## src/rtl/idex_stage.sv

```systemverilog
// ============================================================================
// Module   : idex_stage
// Brief    : ID/EX pipeline register with load-use hazard detection.
//            Detection and bubble-on-stall are built only when
//            LOAD_USE_DETECT_EN is defined; otherwise stall is tied low.
// Revision : 1.0
// ============================================================================
`default_nettype none

module idex_stage #(
    parameter int DATA_W = 32,
    parameter int REG_W  = 5
) (
    input  logic              clk,
    input  logic              rst,
    input  logic              flush,

    input  logic [REG_W-1:0]  ID_regRs,
    input  logic [REG_W-1:0]  ID_regRt,
    input  logic [REG_W-1:0]  ID_regRd,
    input  logic [DATA_W-1:0] ID_readData1,
    input  logic [DATA_W-1:0] ID_readData2,
    input  logic [DATA_W-1:0] ID_signExt,
    input  logic              ID_regWrite,
    input  logic              ID_memRead,
    input  logic              ID_memWrite,
    input  logic              ID_memToReg,
    input  logic              ID_aluSrc,
    input  logic              ID_regDst,
    input  logic [3:0]        ID_aluCtrl,

    output logic [REG_W-1:0]  IDEX_regRs,
    output logic [REG_W-1:0]  IDEX_regRt,
    output logic [REG_W-1:0]  IDEX_regRd,
    output logic [DATA_W-1:0] IDEX_readData1,
    output logic [DATA_W-1:0] IDEX_readData2,
    output logic [DATA_W-1:0] IDEX_signExt,
    output logic              IDEX_regWrite,
    output logic              IDEX_memRead,
    output logic              IDEX_memWrite,
    output logic              IDEX_memToReg,
    output logic              IDEX_aluSrc,
    output logic              IDEX_regDst,
    output logic [3:0]        IDEX_aluCtrl,
    output logic              IDEX_valid,
    output logic              stall
);

    localparam logic [REG_W-1:0] c_REG_ZERO = '0;

    logic [REG_W-1:0]  r_regRs;
    logic [REG_W-1:0]  r_regRt;
    logic [REG_W-1:0]  r_regRd;
    logic [DATA_W-1:0] r_readData1;
    logic [DATA_W-1:0] r_readData2;
    logic [DATA_W-1:0] r_signExt;
    logic              r_regWrite;
    logic              r_memRead;
    logic              r_memWrite;
    logic              r_memToReg;
    logic              r_aluSrc;
    logic              r_regDst;
    logic [3:0]        r_aluCtrl;
    logic              r_valid;

    logic              w_stall;
    logic              w_bubble;

`ifdef LOAD_USE_DETECT_EN
    logic              w_hazard;

    // A load into $0 produces nothing worth waiting for, so it never stalls.
    assign w_hazard = r_memRead
                    & (r_regRt != c_REG_ZERO)
                    & ((r_regRt == ID_regRs) | (r_regRt == ID_regRt));
    assign w_stall  = w_hazard & ~flush;
`else
    assign w_stall  = 1'b0;
`endif

    assign w_bubble = flush | w_stall;

    always_ff @(posedge clk or posedge rst) begin
        if (rst) begin
            r_regRs     <= c_REG_ZERO;
            r_regRt     <= c_REG_ZERO;
            r_regRd     <= c_REG_ZERO;
            r_readData1 <= '0;
            r_readData2 <= '0;
            r_signExt   <= '0;
            r_regWrite  <= 1'b0;
            r_memRead   <= 1'b0;
            r_memWrite  <= 1'b0;
            r_memToReg  <= 1'b0;
            r_aluSrc    <= 1'b0;
            r_regDst    <= 1'b0;
            r_aluCtrl   <= 4'd0;
            r_valid     <= 1'b0;
        end else if (w_bubble) begin
            // Zeroed specifiers keep the forwarding unit from matching a bubble.
            r_regRs     <= c_REG_ZERO;
            r_regRt     <= c_REG_ZERO;
            r_regRd     <= c_REG_ZERO;
            r_readData1 <= '0;
            r_readData2 <= '0;
            r_signExt   <= '0;
            r_regWrite  <= 1'b0;
            r_memRead   <= 1'b0;
            r_memWrite  <= 1'b0;
            r_memToReg  <= 1'b0;
            r_aluSrc    <= 1'b0;
            r_regDst    <= 1'b0;
            r_aluCtrl   <= 4'd0;
            r_valid     <= 1'b0;
        end else begin
            r_regRs     <= ID_regRs;
            r_regRt     <= ID_regRt;
            r_regRd     <= ID_regRd;
            r_readData1 <= ID_readData1;
            r_readData2 <= ID_readData2;
            r_signExt   <= ID_signExt;
            r_regWrite  <= ID_regWrite;
            r_memRead   <= ID_memRead;
            r_memWrite  <= ID_memWrite;
            r_memToReg  <= ID_memToReg;
            r_aluSrc    <= ID_aluSrc;
            r_regDst    <= ID_regDst;
            r_aluCtrl   <= ID_aluCtrl;
            r_valid     <= 1'b1;
        end
    end

    assign IDEX_regRs     = r_regRs;
    assign IDEX_regRt     = r_regRt;
    assign IDEX_regRd     = r_regRd;
    assign IDEX_readData1 = r_readData1;
    assign IDEX_readData2 = r_readData2;
    assign IDEX_signExt   = r_signExt;
    assign IDEX_regWrite  = r_regWrite;
    assign IDEX_memRead   = r_memRead;
    assign IDEX_memWrite  = r_memWrite;
    assign IDEX_memToReg  = r_memToReg;
    assign IDEX_aluSrc    = r_aluSrc;
    assign IDEX_regDst    = r_regDst;
    assign IDEX_aluCtrl   = r_aluCtrl;
    assign IDEX_valid     = r_valid;
    assign stall          = w_stall;

endmodule

`default_nettype wire

```

## config.mk

```make
export PLATFORM = sky130hd
export DESIGN_NAME = idex_stage
export DESIGN_NICKNAME = d
export VERILOG_FILES = /design/src/rtl/idex_stage.sv
export SDC_FILE = /design/constraint.sdc
export NUM_CORES = 1
export LEC_CHECK = 0
export BUFFER_PORTS_ARGS = -buffer_cell sky130_fd_sc_hd__buf_4
export CORE_MARGIN = 3
export CORE_UTILIZATION = 42
export DETAILED_ROUTE_END_ITERATION = 8
export HOLD_SLACK_MARGIN = 0.03
export PLACE_DENSITY_LB_ADDON = 0.3
export SYNTH_ARGS = -nofsm -noshare
export SYNTH_HDL_FRONTEND = slang
export SYNTH_SLANG_ARGS = --single-unit
```

## constraint.sdc

```tcl
create_clock -name clk -period 4 [get_ports clk]
set_input_delay 0.4 -clock clk [delete_from_list [all_inputs] [get_ports clk]]
set_output_delay 0.4 -clock clk [all_outputs]
set_load 0.05 [all_outputs]
```

==> impl_metrics.json, run 1 <==
{
  "status": "finished clean",
  "stdcell_count": 631,
  "drive_gt1_share_pct": 52.77,
  "tightestPinTransition_ns": 1.166,
  "cts_root_buf": "clkbuf_8",
  "grt_max_degree": 123,
  "mostFrequentLayoutCells": "247 x buf_4, 122 x dfrtp_1, 121 x nor2b_1",
  "drv_cap": 0,
  "initial_core_util_pct": 44.05,
  "p_leak_nw": 3.336,
  "grt_pass1_wl_mm": 14.37,
  "post-route-min-period_ns": 1.498,
  "ant_nets": 0,
  "n_antenna_cell": 0,
  "fillCellCount": 635,
  "wl_mm": 9.793,
  "tritoncts": "yes",
  "htree_num_levels": 4,
  "synth_area_sq_mm": 0.003916,
  "synth.distinct_cells": 6,
  "io_pins": 247,
  "setup.worst_path.start_class": "primary input",
  "final.setup.tns_ns": 0,
  "post-cts-setup-buffers": 0,
  "wire_per_inst_um": 15.52,
  "antenna_found_initial": 0,
  "row_count": 34,
  "synth_fp_nets": 384,
  "rsz0062_at_grt": "false",
  "first_global_vias": 2940,
  "mostFrequentLayoutCell": "buf_4",
  "port_buffers": 245,
  "syn_inst": 260,
  "drv_slew": 0,
  "dieArea_sq_mm": 0.01052,
  "viasPerCell": 4.369,
  "gp_congestion": 0.7257,
  "vdd_drop_max_v": 0.0003866,
  "hpwl_mm": 7.128,
  "p_total_mw": 3.186,
  "required_ns": 4.59,
  "setup_violations": 0,
  "slew_headroom_pct": 22.29,
  "vias": 2757,
  "power.density_mw_per_mm2": 501.4,
  "die_x_um": 102.6,
  "min_path_cells": 2,
  "syn_area_per_cell_sq_um": 15.06,
  "crit_type": "primary input to asynchronous set/reset pin",
  "path_clk_slew_ns": 0.06,
  "cts.sinks": 122,
  "yosysWarnings": 0,
  "dr.pass1.iters": 4,
  "area_growth_pct": 62.27,
  "cp-end-kind": "asynchronous set/reset pin",
  "overflow": 0,
  "hold_viol": 0,
  "hp-class": "primary input to register",
  "die_h_um": 102.6,
  "cts_max_path_buffers": 2,
  "globalRouteTotalUtil_pct": 18.58,
  "placed_cells": 601,
  "seq_area_frac_synth_pct": 77.96,
  "numCtsBuffers": 17,
  "core-area_sq_mm": 0.008891,
  "post-route-period-util_pct": 37.46,
  "path_max_fanout": 48,
  "drc": 0,
  "max_freq_mhz": 667.4,
  "ys_ff_latch": 122,
  "nNetsFinal": 637,
  "drt-initial-drc-count": 59,
  "crit_arrival_ns": 2.09
}
## per-stage QoR
step / utilization (%) / area, sq um / setup slack (ns) / hold WS, ns
global route: 71.47 / 6355 / 2.289 / 0.09578
CTS: 71.47 / 6355 / 2.447 / 0.09913
detailed placement: 65.38 / 5813 / 2.375 / 0.5036
global placement: 65.38 / 5813 / 2.460 / 0.4916
finish: 71.47 / 6355 / 2.502 / 0.1153
floorplan: - / 3916 / 0.3575 / 0.5377
## power breakdown
group	internal (mW)	switching (mW)
sequential	1.30	0.0187
clock	0.856	0.496
combinational	0.188	0.329
## cell families after synthesis
kind of cell	share of synthesized area, %
flip-flops	77.96
AND/OR/NAND/NOR	19.33
buffers and inverters	2.620
other	0.09575
## registers in the layout (all words and copies together) (netlist names), 4 cells and up
signal,flops
IDEX_aluCtrl,4
IDEX_regRd,5
IDEX_readData2,32
IDEX_signExt,32
IDEX_regRs,5
IDEX_readData1,32
IDEX_regRt,5
## final cells by class
type / count / area, sq um / area share, %
flip-flops and latches: 122 / 3053 / 48.04
repair buffers: 248 / 1864 / 29.34
multi-input cells: 122 / 760.7 / 11.97
clock buffers: 21 / 459.2 / 7.226
well taps: 108 / 135.1 / 2.126
clock inverters: 8 / 72.57 / 1.142
inverters: 2 / 10.01 / 0.1575
## critical path: stages
cell	delay (ns)
dlygate4sd3_1	0.53
buf_4	0.14
inv_4	0.41
buf_4	0.58
## final timing paths
| check | slack (ns) | start | to |
|---|---|---|---|
| worst max-delay path | 2.50 | rst | IDEX_readData1[26] |
| worst min-delay path | 0.12 | ID_readData2[6] | IDEX_readData2[6] |
| max in group clk | 2.53 | IDEX_readData2[31] | IDEX_readData2[31] |
| min in group asynchronous | 0.52 | rst | IDEX_readData2[14] |
## synthesized netlist by cell type, drive strengths merged
cell type / n / area [sq um]
inv: 2 / 7.510
nor2b: 121 / 757.0
dfrtp: 122 / 3053
conb: 1 / 3.750
buf: 14 / 95.09
## repair_timing
item / CTS / global route
hold endpoints to repair: 46 / 0
gates resized for setup: 0 / 0
hold buffers: 1 / 0
endpoints found under the setup margin: 0 / 0
## layer usage
metal / vias to the layer above / GRT usage, % / wire length, um
met5: - / 0 / 0
met4: 0 / 5.752 / 65
met3: 4 / 10.96 / 1254
met2: 154 / 32.72 / 5270
met1: 1321 / 18.30 / 3202
li1: 1278 / - / -
No activity file was read; power rests on OpenSTA's default activity.
==> inputs of run 2 (changes only) <==
- clock period: 4 -> 1.5 ns (I/O delays scaled with it)
==> run 2 against run 1 <==
Synthesized cell count is the same; area after synthesis is the same; the flow now stops in clock tree synthesis.
==> impl_metrics.json, run 2 <==
{
  "cts_max_path_buffers": 2,
  "gp_congestion": 0.7934,
  "synthFlopType": "dfrtp_1",
  "die_h_um": 102.6,
  "synth_top_family_by_area": "simple AND/OR/NAND/NOR gates",
  "ys_async_sr_fraction_pct": 100.0,
  "synth_area_sq_mm": 0.003916,
  "synth_top_area_cell": "dfrtp_1",
  "syn_area_per_cell_sq_um": 15.06,
  "synth.distinct_cells": 6,
  "synth_most_common_cell": "dfrtp_1",
  "pre_cts_slack_ns": 0.5688,
  "cts.hold.buffers_added": 129,
  "synthAdderAreaFrac_pct": 0,
  "die_x_um": 102.6,
  "syn_inst": 260,
  "port_buffers": 245,
  "numCtsBuffers": 17,
  "synth_edf_count": 0,
  "io_pins": 247,
  "row_count": 34,
  "synth.area.top_cells": "dfrtp_1 78%, nor2b_1 19%, buf_4 1.9%, buf_2 0.51%, inv_1 0.19%",
  "cts.sinks": 122,
  "stop_stage": "clock tree synthesis",
  "cts_root_buf": "clkbuf_8",
  "yosys.area_share.simple_pct": 19.33,
  "post-cts-setup-buffers": 0,
  "yosysTopAreaCellShare_pct": 77.96,
  "synth-xor-area-share_pct": 0,
  "ys_ff_latch": 122,
  "seq_area_frac_synth_pct": 77.96,
  "synth_fp_nets": 384,
  "status": "did not finish",
  "synth-compound-area-share_pct": 0,
  "cts_resized": 0,
  "synth.area.mux_share_pct": 0,
  "htree_num_levels": 4,
  "toolErrorMsg": "[ERROR RSZ-0060] Max buffer count reached.",
  "initial_core_util_pct": 44.05,
  "synth_commonest_cells": "122 x dfrtp_1, 121 x nor2b_1, 10 x buf_4, 4 x buf_2, 2 x inv_1",
  "yosysWarnings": 0
}
## run 2: stage by stage
step | cells | cell area [sq um] | utilization (%) | hold slack (ns)
detailed placement | 604 | 5874 | 66.07 | 0.3769
global placement | 604 | 5874 | 66.07 | 0.3685
floorplan | 260 | 3920 | - | 0.2877
## run 2: cell families after synthesis
| family | after synthesis |
|---|---|
| other cells | 1 |
| buf+inv | 16 |
| flops | 122 |
| simple gates | 121 |
==> inputs of run 3 (changes only) <==
- CORE_UTILIZATION: 42 -> 40
- HOLD_SLACK_MARGIN: 0.03 -> not set
- PLACE_DENSITY_LB_ADDON: 0.3 -> 0.15
==> run 3 against run 2 <==
The run again fails in clock tree synthesis; area after synthesis is the same; synthesized cell count is the same.
==> impl_metrics.json, run 3 <==
{
  "status": "did not finish",
  "io_pins": 247,
  "synth_top_area_cell": "dfrtp_1",
  "die_h_um": 104.9,
  "htree_num_levels": 4,
  "numCtsBuffers": 17,
  "seq_area_frac_synth_pct": 77.96,
  "syn_inst": 260,
  "die_x_um": 104.9,
  "gp_congestion": 0.7308,
  "toolErrorMsg": "[ERROR RSZ-0060] Max buffer count reached.",
  "row_count": 35,
  "stop_stage": "clock tree synthesis",
  "synth_commonest_cells": "122 x dfrtp_1, 121 x nor2b_1, 10 x buf_4, 4 x buf_2, 2 x inv_1",
  "synth.distinct_cells": 6,
  "synth_area_sq_mm": 0.003916,
  "synthFlopType": "dfrtp_1",
  "post-cts-setup-buffers": 0,
  "cts.sinks": 122,
  "ys_ff_latch": 122,
  "port_buffers": 245,
  "initial_core_util_pct": 41.79,
  "syn_area_per_cell_sq_um": 15.06,
  "cts_root_buf": "clkbuf_8",
  "ys_async_sr_fraction_pct": 100.0,
  "synth_fp_nets": 384,
  "cts_max_path_buffers": 2,
  "cts_resized": 0,
  "synth_most_common_cell": "dfrtp_1",
  "yosysWarnings": 0,
  "synth.area.top_cells": "dfrtp_1 78%, nor2b_1 19%, buf_4 1.9%, buf_2 0.51%, inv_1 0.19%",
  "cts.hold.buffers_added": 132,
  "yosysTopAreaCellShare_pct": 77.96,
  "synth_edf_count": 0,
  "hpwl_mm": 7.287
}
==> run 3: kinds of logic after synthesis <==
group / share of synthesized area, %
DFF: 77.96
other: 0.09575
and+or+nand+nor: 19.33
buffers and inverters: 2.620
==> run 3: stage by stage <==
stage          instance area, sq um  setup TNS [ns]  cells  setup WS [ns]
2_1_floorplan                  3920          -17.97    260        -0.1473
3_3_place_gp                   5893               0    624         0.6165
3_5_place_dp                   5893               0    624         0.5840
